### src/rtl/md_audio_mixer.sv
// Time-multiplexed stereo mixer: one channel per MCLK through a shared MAC, saturated signed output.
// Define MIX_LPF_EN to add a one-pole low-pass filter per side after saturation (adds one cycle of latency).
module md_audio_mixer #(
  parameter int CH        = 4,
  parameter int IN_W      = 16,
  parameter int GAIN_W    = 8,
  parameter int OUT_W     = 16,
  parameter int LPF_SHIFT = 2
) (
  input  logic                   MCLK,
  input  logic                   SRES,
  input  logic                   sample_stb,
  input  logic [CH*IN_W-1:0]     ch_data,
  input  logic [CH-1:0]          ch_offbin,
  input  logic [CH*GAIN_W-1:0]   gain_l,
  input  logic [CH*GAIN_W-1:0]   gain_r,
  output logic [OUT_W-1:0]       out_l,
  output logic [OUT_W-1:0]       out_r,
  output logic                   out_valid,
  output logic                   clip_l,
  output logic                   clip_r,
  output logic                   busy,
  output logic                   overrun
);

  localparam int IDX_W  = (CH > 1) ? $clog2(CH) : 1;
  localparam int ACC_W  = IN_W + GAIN_W + $clog2(CH) + 1;
  localparam int PROD_W = IN_W + GAIN_W + 2;
  localparam int EXT_W  = (ACC_W > OUT_W) ? ACC_W : OUT_W + 1;

  localparam logic signed [EXT_W-1:0] SAT_MAX = {{(EXT_W-OUT_W+1){1'b0}}, {(OUT_W-1){1'b1}}};
  localparam logic signed [EXT_W-1:0] SAT_MIN = {{(EXT_W-OUT_W+1){1'b1}}, {(OUT_W-1){1'b0}}};

  if (CH < 1 || OUT_W < IN_W || LPF_SHIFT < 0) begin : gBadCfg
    $error("md_audio_mixer: illegal parameter combination");
  end

  typedef enum logic [1:0] {
    IDLE,
    SUM,
    OUT
`ifdef MIX_LPF_EN
    , FILT
`endif
  } state_t;

  state_t                   state_q, state_d;
  logic [IDX_W-1:0]         idx_q;
  logic [CH*IN_W-1:0]       data_q;
  logic [CH-1:0]            offbin_q;
  logic [CH*GAIN_W-1:0]     gainL_q, gainR_q;
  logic signed [ACC_W-1:0]  accL_q, accR_q;
  logic [OUT_W-1:0]         outL_q, outR_q;
  logic                     clipL_q, clipR_q, overrun_q;

  logic [IN_W-1:0]          selData;
  logic                     selOffbin;
  logic [GAIN_W-1:0]        selGainL, selGainR;
  logic signed [IN_W:0]     sampleS;
  logic signed [PROD_W-1:0] prodL, prodR;
  logic signed [ACC_W-1:0]  accLNext, accRNext;
  logic [OUT_W:0]           satL, satR;
  logic                     lastCh;

  // Floor-shift back to unity scale, then clamp; MSB of the result flags clipping.
  function automatic logic [OUT_W:0] saturate(input logic signed [ACC_W-1:0] acc);
    logic signed [ACC_W-1:0] sh;
    logic signed [EXT_W-1:0] ext;
    sh  = acc >>> (GAIN_W - 1);
    ext = EXT_W'(sh);
    if (ext > SAT_MAX)      return {1'b1, SAT_MAX[OUT_W-1:0]};
    else if (ext < SAT_MIN) return {1'b1, SAT_MIN[OUT_W-1:0]};
    else                    return {1'b0, ext[OUT_W-1:0]};
  endfunction

  always_comb begin
    selData   = '0;
    selOffbin = 1'b0;
    selGainL  = '0;
    selGainR  = '0;
    for (int c = 0; c < CH; c++) begin
      if (idx_q == IDX_W'(c)) begin
        selData   = data_q[c*IN_W +: IN_W];
        selOffbin = offbin_q[c];
        selGainL  = gainL_q[c*GAIN_W +: GAIN_W];
        selGainR  = gainR_q[c*GAIN_W +: GAIN_W];
      end
    end
  end

  // Subtracting 2^(IN_W-1) from offset-binary is the same as inverting its MSB.
  assign sampleS  = selOffbin ? {~selData[IN_W-1], ~selData[IN_W-1], selData[IN_W-2:0]}
                              : {selData[IN_W-1], selData};
  assign prodL    = PROD_W'(sampleS) * PROD_W'($signed({1'b0, selGainL}));
  assign prodR    = PROD_W'(sampleS) * PROD_W'($signed({1'b0, selGainR}));
  assign accLNext = accL_q + ACC_W'(prodL);
  assign accRNext = accR_q + ACC_W'(prodR);
  assign satL     = saturate(accLNext);
  assign satR     = saturate(accRNext);
  assign lastCh   = (idx_q == IDX_W'(CH - 1));

  always_ff @(posedge MCLK or negedge SRES) begin
    if (!SRES) state_q <= IDLE;
    else       state_q <= state_d;
  end

  always_comb begin
    state_d = state_q;
    case (state_q)
      IDLE:    if (sample_stb) state_d = SUM;
      SUM:     if (lastCh) state_d = OUT;
`ifdef MIX_LPF_EN
      OUT:     state_d = FILT;
      FILT:    state_d = IDLE;
`else
      OUT:     state_d = IDLE;
`endif
      default: state_d = IDLE;
    endcase
  end

`ifdef MIX_LPF_EN
  logic [OUT_W-1:0] satL_q, satR_q;
  logic             satClipL_q, satClipR_q;

  function automatic logic [OUT_W-1:0] lpfStep(input logic [OUT_W-1:0] y, input logic [OUT_W-1:0] x);
    logic signed [OUT_W:0] diff;
    diff = $signed({x[OUT_W-1], x}) - $signed({y[OUT_W-1], y});
    diff = diff >>> LPF_SHIFT;
    return y + diff[OUT_W-1:0];
  endfunction
`endif

  always_ff @(posedge MCLK or negedge SRES) begin
    if (!SRES) begin
      idx_q     <= '0;
      data_q    <= '0;
      offbin_q  <= '0;
      gainL_q   <= '0;
      gainR_q   <= '0;
      accL_q    <= '0;
      accR_q    <= '0;
      outL_q    <= '0;
      outR_q    <= '0;
      clipL_q   <= 1'b0;
      clipR_q   <= 1'b0;
      overrun_q <= 1'b0;
`ifdef MIX_LPF_EN
      satL_q     <= '0;
      satR_q     <= '0;
      satClipL_q <= 1'b0;
      satClipR_q <= 1'b0;
`endif
    end else begin
      overrun_q <= sample_stb && (state_q != IDLE);
      case (state_q)
        IDLE: begin
          if (sample_stb) begin
            data_q   <= ch_data;
            offbin_q <= ch_offbin;
            gainL_q  <= gain_l;
            gainR_q  <= gain_r;
            accL_q   <= '0;
            accR_q   <= '0;
            idx_q    <= '0;
          end
        end
        SUM: begin
          accL_q <= accLNext;
          accR_q <= accRNext;
          idx_q  <= idx_q + 1'b1;
          // The final sum is saturated on the fly so results are registered on entry to OUT.
          if (lastCh) begin
`ifdef MIX_LPF_EN
            satL_q     <= satL[OUT_W-1:0];
            satR_q     <= satR[OUT_W-1:0];
            satClipL_q <= satL[OUT_W];
            satClipR_q <= satR[OUT_W];
`else
            outL_q  <= satL[OUT_W-1:0];
            outR_q  <= satR[OUT_W-1:0];
            clipL_q <= satL[OUT_W];
            clipR_q <= satR[OUT_W];
`endif
          end
        end
`ifdef MIX_LPF_EN
        OUT: begin
          outL_q  <= lpfStep(outL_q, satL_q);
          outR_q  <= lpfStep(outR_q, satR_q);
          clipL_q <= satClipL_q;
          clipR_q <= satClipR_q;
        end
`endif
        default: ;
      endcase
    end
  end

  assign out_l   = outL_q;
  assign out_r   = outR_q;
  assign clip_l  = clipL_q;
  assign clip_r  = clipR_q;
  assign overrun = overrun_q;
  assign busy    = (state_q != IDLE);
`ifdef MIX_LPF_EN
  assign out_valid = (state_q == FILT);
`else
  assign out_valid = (state_q == OUT);
`endif

endmodule

### config.mk
export PLATFORM = sky130hd
export DESIGN_NAME = md_audio_mixer
export DESIGN_NICKNAME = d
export VERILOG_FILES = /design/src/rtl/md_audio_mixer.sv
export SDC_FILE = /design/constraint.sdc
export NUM_CORES = 1
export LEC_CHECK = 0
export CORE_MARGIN = 3
export CORE_UTILIZATION = 61
export CTS_BUF_LIST = sky130_fd_sc_hd__clkbuf_16
export DETAILED_ROUTE_END_ITERATION = 8
export HOLD_SLACK_MARGIN = 0.06
export PLACE_DENSITY = 0.83
export SLEW_MARGIN = 40
export SYNTH_ARGS = -nofsm -noshare
export SYNTH_HDL_FRONTEND = slang
export SYNTH_SLANG_ARGS = --single-unit
### constraint.sdc
create_clock -name MCLK -period 8.2 [get_ports MCLK]
set_input_delay 1.64 -clock MCLK [delete_from_list [all_inputs] [get_ports MCLK]]
set_output_delay 1.64 -clock MCLK [all_outputs]
set_load 0.05 [all_outputs]
# Word-level counts from Yosys, hierarchy flattened
# Index checks and enable logic that the tools add are counted.
# totals
output_inout_bits	37
register_bits	225
wordCells	68
# classes
bitwise	1
muxes	29
n_reduce_logical	9
n_mul	2
order_cmp	4
n_eq_ne	7
addsub	3
# ops
cell	count
case mux 27 bit (2 select lines)	2
two-way mux 17 bit	5
two-way mux 16 bit	4
two-way mux 8 bit	8
adder 27 x 26 -> 27 bit	2
multiplier 17 x 9 -> 26 bit	2
greater-than comparator 20 x 16 -> 1 bit (second input constant)	2
< comparator 20 x 16 -> 1 bit (second input constant)	2
two-way mux 27 bit	1
case mux 2 bit (2 select lines)	2
AND reduction 2 bit	4
== test 2 bit (second input constant)	3
two-way mux 2 bit	3
== test 2 x 1 -> 1 bit (second input constant)	2
zero test 2 bit	2
two-way mux 1 bit	4
inequality test 2 bit (second input constant)	2
nonzero test 2 bit	2
adder 2 x 1 -> 2 bit (second input constant)	1
logical AND 1 bit	1
inverter 1 bit	1

# Longest topological paths before layout
# Gate-level depths: netlist of run 1.
# depth
word_depth	12
depth_mapped	34
ltp_nobuf	29

# Worst setup path before layout of run 1
# OpenSTA, ideal clock, no wires.
# synth_path
path_type	register to register
start	reg idx_q[0]
end	reg clipL_q, in the netlist clip_l
n_path_buf	4
t_arrival_ps	7200
stages_incl_launch_ff	31
setup_slack_ps	876
synth_period_minus_slack_ps	7324
cell_sequence	dfrtp_1 inv_1 ha_1 clkbuf_1 buf_1 nand2_1 nor2_1 a21oi_1 nor2_1 a21oi_1 nor2_1 a21o_1 clkbuf_1 nand2_1 fa_1 fa_1 inv_1 fa_1 fa_1 inv_1 fa_1 inv_1 ha_1 and2_1 buf_2 and3_1 a211oi_2 or3b_1 and3_4 o41a_1 o31a_1
# synth_between
elab_chain_len	12
word_cells_on_any_way	25
# synth_rtl
element	line_no	rtl
from (decl)	48	logic [IDX_W-1:0] idx_q;
from (signal assigned)	171	idx_q <= idx_q + 1'b1;
zero test 2 bit	82	if (idx_q == IDX_W'(c)) begin
two-way mux 16 bit (4 in series)	82	
inverter 1 bit	92	assign sampleS = selOffbin ? {~selData[IN_W-1], ~selData[IN_W-1], selData[IN_W-2:0]}
two-way mux 17 bit	92	
multiplier 17 x 9 -> 26 bit	94	assign prodL = PROD_W'(sampleS) * PROD_W'($signed({1'b0, selGainL}));
adder 27 x 26 -> 27 bit	96	assign accLNext = accL_q + ACC_W'(prodL);
< comparator 20 x 16 -> 1 bit	72	else if (ext < SAT_MIN) return {1'b1, SAT_MIN[OUT_W-1:0]};
two-way mux 17 bit	72	
two-way mux 17 bit	71	if (ext > SAT_MAX) return {1'b1, SAT_MAX[OUT_W-1:0]};
to (signal assigned)	182	clipL_q <= satL[OUT_W];
to (decl)	54	logic clipL_q, clipR_q, overrun_q;
# Parallel ways exist; a longest one is shown, timed or not.
# A chain may end at the register's enable or synchronous reset.

# Final worst setup path of run 1
# layout_path
start	reg idx_q[0]
end	reg outL_q[1], in the netlist out_l[1]
# layout_between
elab_chain_len	12
word_cells_on_any_way	25
# layout_rtl
element	line_no	rtl
zero test 2 bit	82	
two-way mux 16 bit (4 in series)	82	
inverter 1 bit	92	
two-way mux 17 bit	92	
multiplier 17 x 9 -> 26 bit	94	
adder 27 x 26 -> 27 bit	96	
< comparator 20 x 16 -> 1 bit	72	
two-way mux 17 bit	72	
two-way mux 17 bit	71	
to (signal assigned)	180	outL_q <= satL[OUT_W-1:0];
to (decl)	53	logic [OUT_W-1:0] outL_q, outR_q;
# Parallel ways exist; a longest one is shown, timed or not.

==> results of run 1 <==
==> layout make-up <==
cell class	count	area, sq um
Clock inverter	22	160
Antenna cell	1	2.50
Clock buffer	27	676
Tap cell	448	561
Inverter	343	1290
Timing Repair Buffer	225	2200
Fill cell	2615	9530
Multi-Input combinational cell	1841	13800
Sequential cell	225	5630
==> per-stage QoR <==
step	util (%)	setup TNS, ns
floorplan	-	0
global placement	69.2	0
detailed placement	69.2	0
CTS	71.6	0
global route	71.9	-0.00847
finish	71.9	0
==> flip-flops by register name (all words and copies together) (netlist names), 2 cells and up <==
register / cells
accR_q: 27
idx_q: 2
gainR_q: 32
offbin_q: 4
accL_q: 27
out_r: 16
out_l: 16
data_q: 64
gainL_q: 32
state_q: 2
==> cell usage in the layout, fill, tap and decap left out, types with 10 or more instances in the layout <==
cell type          n
nand4_1           10
o21ai_1           22
nand2_1          593
inv_1            347
nand3_1           41
o31ai_1           28
clkdlybuf4s50_1  170
o22ai_1           12
or2_2             19
xor2_1            21
ha_1             119
a21o_1            41
fa_1             254
clkbuf_16         27
nor2_1           291
buf_4             47
nand2b_1          15
o32ai_1           17
o21ai_0           52
a21oi_1          140
dfrtp_1          225
xnor2_1           21
==> metal layers <==
metal | up-vias | wire length (microns) | share of wire, % | track usage [%]
li1 | 8269 | - | - | -
met1 | 8803 | 22800 | 40 | 41.6
met2 | 661 | 27700 | 49 | 53.5
met3 | 158 | 3530 | 6.3 | 5.00
met4 | 0 | 2400 | 4.3 | 12.0
met5 | - | 0 | 0 | 0
==> tightest hold or removal path, delay by kind of cell, from the launching register on <==
family	cells	cell delay (ns)
DFF	1	0.34
and+or+nand+nor	2	0.10
==> cells by family (layout without fill, tap and decap cells) <==
| kind of cell | after synthesis | after routing | share of synthesized area, % |
|---|---|---|---|
| other | 0 | 1 | 0 |
| and+or+nand+nor | 1025 | 1025 | 19.8 |
| buffers and inverters | 460 | 617 | 8.26 |
| muxes | 3 | 3 | 0.148 |
| AOI/OAI and AO/OA | 395 | 395 | 12.2 |
| DFF | 225 | 225 | 26.6 |
| xor gates and xnor gates | 42 | 42 | 1.74 |
| adders and majority gates | 376 | 376 | 31.3 |
==> path summary, 6_finish.rpt <==
check	to	slack, ns	cells past startpoint
max	out_l[1]	0.48	25
max in group asynchronous	data_q[14]	5.88	3
min reg2reg	gainL_q[20]	0.47	2
min	gainL_q[20]	0.47	2
min in group asynchronous	out_l[3]	1.04	1
max reg2reg	out_l[1]	0.48	25
==> what timing repair did <==
item | CTS | global route
gates resized for setup | 0 | 5
setup buffers | 0 | 1
endpoints found under the setup margin | 0 | 31
==> flow_metrics.tcl, run 1 <==
set metrics [dict create \
    outcome "finished, final reports clean" \
    fin_area_sq_um 24300 \
    die_w_microns 192 \
    ys.flop_type "dfrtp_1" \
    synth_edf_count 0 \
    syn_avg_cell_area_sq_um 8.37 \
    ys_seq_elements 225 \
    worstHoldPathType "register to register" \
    synth_fp_nets 3037 \
    remaining_drc_errors 0 \
    drv_cap 0 \
    place_area_sq_um 23400 \
    crit_family "adder cells" \
    synth_top_area_share_pct 26.6 \
    dp.cells 3080 \
    grt_max_degree 160 \
    setup_ws_ns 0.482 \
    finalCritPeriodShare_pct 94.1 \
    end_kind "register" \
    startpoint_type "register" \
    holdWs_ns 0.472 \
    ctsHoldBuffers 0 \
    stdcell_count 3132 \
    dr.pass1.iters 5 \
    slew_headroom_pct 48.8 \
    fp.dieH_microns 192 \
    synth_area_leaders "dfrtp_1, fa_1, nand2_1, ha_1, inv_1" \
    async_flop_share_pct 100 \
    setup_viol 0 \
    cp.required_ns 8.61 \
    antenna_left 0 \
    max_slew.worst_pin.slew_ns 0.768 \
    synthCells 2526 \
    cts_tree "built" \
    wl_microns 56400 \
    via_per_inst 5.71 \
    grt_usage_pct 31.7 \
    grt_pass1_wl_microns 94200 \
    antenna_found_initial 1 \
    ys_types 82 \
    cts.sinks 225 \
    start_util_pct 62.5 \
    num_rows 67 \
    path_clk_slew_ns 0.06 \
    worst-path-max-fanout 16 \
    ys_seq_area_share_pct 26.6 \
    slew_violations 0 \
    syn_area_sq_um 21200 \
    drtIter0Drc 1255 \
    design.portCount 172 \
    synth_common_cells "nand2_1, inv_1, nor2_1" \
    slowest_delay_ns 0.69 \
    crit_slowest_cell "fa_1" \
    fin_crit_ns 7.72 \
    place_ws_ns 0.391 \
    final_nets 3174 \
    post-dp-hpwl_microns 43100 \
    cts_htree_levels 1 \
    cp_num_buf_inv 5 \
    syn_to_final_growth_pct 15.1 \
    grt.overflow.total 0 \
    grt_pass1_vias 18900 \
    skew_ns 0.0115 \
    die-area_sq_um 36900 \
    yosysWarnings 0 \
    via_count 17900 \
    finalHoldViolations 0 \
    critPathKind "register to register" \
    cts-root-buf "clkbuf_16" \
    drive_above_1_share_pct 5.37 \
    yosys.area.top_type "dfrtp_1" \
    gp_congestion 0.933 \
    numCtsBuffers 27 \
    crit_start "idx_q[0]" \
    wire_per_inst_microns 18.0 \
    core-area_sq_um 33900 \
    reg2reg_from "idx_q[0]" \
    arrival_ns 8.13 \
    hp-start "gainL_q[20]" \
    critPathMostFrequentCell "fa_1" \
    cts_buffer_depth 3 \
    clk_latency_ns 0.54 \
    io_buffers 171 \
    synth_most_common_cell "nand2_1" \
    max_freq_mhz 130 \
]
Power of run 1 is left out: the tool's default activity adds up to more than one toggle a clock period on the data nets, which glitch-free logic cannot reach.
==> run 2, diff against run 1 <==
--- a/config.mk
+++ b/config.mk
@@ -5,7 +5,7 @@
 export SDC_FILE = /design/constraint.sdc
 export NUM_CORES = 1
 export LEC_CHECK = 0
-export CORE_MARGIN = 3
+export CORE_MARGIN = 5
 export CORE_UTILIZATION = 61
 export CTS_BUF_LIST = sky130_fd_sc_hd__clkbuf_16
 export DETAILED_ROUTE_END_ITERATION = 8
==> run 2 against run 1 <==
Effect of this change: hold slack gained 0.0039 ns; critical endpoint is now out_r[2]; critical path type unchanged; fmax shrank 0.54%; sequential share of layout area shrank 0.056 points; core utilization fell by 0.89 points; die area up 4.2%; register-to-register slack got worse by 0.04 ns; sequential cell count is the same; wire length up 0.29%; critical path depth is 7 higher; global-route usage is 2.0 points lower; first-iteration DRC count fell by 4.4%.
==> flow_metrics.tcl, run 2 (synthesis results as in run 1) <==
set metrics [dict create \
    final_nets 3178 \
    setup_viol 0 \
    hold_depth 2 \
    slew_violations 0 \
    max_freq_mhz 129 \
    largestRegisters "data_q (64), gainL_q (32), gainR_q (32)" \
    cts_tree "built" \
    crit_family "adder cells" \
    startpoint_type "register" \
    die_w_microns 196 \
    cts_buffer_depth 3 \
    dr.pass1.iters 5 \
    crit_slowest_cell "fa_1" \
    reg2reg_slack_ns 0.44 \
    reg2reg_from "idx_q[0]" \
    core-area_sq_um 34400 \
    via_count 17900 \
    cts.sinks 225 \
    end_kind "register" \
    num_rows 68 \
    grt_pass1_vias 18900 \
    r2r_cells 32 \
    final_cell_mix "nand2_1, inv_1, nor2_1" \
    grt.overflow.total 0 \
    crit_end "out_r[2]" \
    design.portCount 172 \
    outcome "finished, final reports clean" \
    rr_endpoint "out_r[2]" \
    start_util_pct 61.5 \
    multi_input_area_sq_um 13800 \
    slowest_delay_ns 0.70 \
    io_buffers 171 \
    crit_start "idx_q[0]" \
    syn_to_final_growth_pct 15.4 \
    finalCritPeriodShare_pct 94.6 \
    fp.dieH_microns 196 \
    post-dp-hpwl_microns 43500 \
    drv_cap 0 \
    ctsHoldBuffers 0 \
    grt_pass1_wl_microns 93800 \
    remaining_drc_errors 0 \
    cp.depth 32 \
    grt_max_degree 94 \
    worst-path-max-fanout 24 \
    via_per_inst 5.68 \
    skew_ns 0.0165 \
    nFillCells 2636 \
    slew_headroom_pct 42.8 \
    die-area_sq_um 38500 \
    arrival_ns 8.16 \
    antenna_found_initial 2 \
    wl_microns 56500 \
    grt_usage_pct 29.8 \
    fin_crit_ns 7.76 \
    largest_reg_flops 64 \
    fin_tns_setup_ns 0 \
    cts_htree_levels 1 \
    top_register "data_q" \
    numCtsBuffers 27 \
    worstHoldPathType "register to register" \
    finalHoldViolations 0 \
    final-seq-area_sq_um 5630 \
    critPathMostFrequentCell "fa_1" \
    max_slew.worst_pin.slew_ns 0.855 \
    cp.required_ns 8.60 \
    mostFrequentLayoutCell "nand2_1" \
    antenna_left 0 \
    drive_above_1_share_pct 5.58 \
    path_clk_slew_ns 0.06 \
    holdWs_ns 0.476 \
    drtIter0Drc 1200 \
    gp_congestion 0.912 \
    rsz0062_at_grt "no" \
    clk_latency_ns 0.55 \
    cts-root-buf "clkbuf_16" \
    wire_per_inst_microns 18.0 \
    critPathKind "register to register" \
    cp_num_buf_inv 9 \
]
==> run 2: cell types whose count changed in the layout (fill, tap and decap cells not counted), moves of 2 or more <==
cell	change
diode_2	+2
buf_4	+4
clkinv_1	+3
a21o_2	+2
clkinv_2	-3
a21o_1	-2
==> run 2: worst min path at each step <==
stage / endpoint / start / slack [ns]
6_report: data_q[32] / data_q[32] / 0.48
2_1_floorplan: data_q[0] / data_q[0] / 0.45
4_1_cts: gainL_q[21] / gainL_q[21] / 0.48
3_5_place_dp: gainL_q[21] / gainL_q[21] / 0.46
3_3_place_gp: gainL_q[22] / gainL_q[22] / 0.46
5_1_grt: gainR_q[11] / gainR_q[11] / 0.49
==> run 2: timing repair <==
action,CTS,global route
setup endpoints to repair,0,32
resized for setup,0,10
buffers inserted,0,5
endpoints found under the hold margin,0,0
==> run 2: per-layer routing <==
metal  share of wire [%]  global-route usage (%)
met3                 6.9                    5.53
met4                 3.9                    10.5
met1                  39                    38.1
met5                   0                       0
met2                  50                    51.1
==> run 2: worst register-to-register path: cells and delay by family, from the launching register on <==
| family | cells | cell delay [ns] |
|---|---|---|
| compound gates | 7 | 1.27 |
| fa+ha+maj | 7 | 3.20 |
| buf+inv | 9 | 1.39 |
| flops | 1 | 0.45 |
| simple gates | 9 | 1.29 |
==> run 2: area by class of cell <==
cell class | instances | area share (%)
sequential | 225 | 23.1
antenna | 3 | 0.0308
multi-input combinational | 1841 | 56.8
timing repair buffer | 229 | 9.10
tap | 455 | 2.33
clock buffer | 27 | 2.77
inverter | 343 | 5.28
clock inverter | 22 | 0.656
==> run 2: per-stage QoR <==
stage | instance area, sq um | setup WS [ns] | cells | util, %
finish | 24400 | 0.440 | 3145 | 71.0
global route | 24400 | 0.0285 | 3144 | 71.0
CTS | 24300 | 0.248 | 3137 | 70.6
detailed placement | 23400 | 0.298 | 3088 | 68.2
global placement | 23400 | 0.501 | 3087 | 68.1
floorplan | 21200 | 0.876 | 2526 | -
Power of run 2 is left out for the same reason.
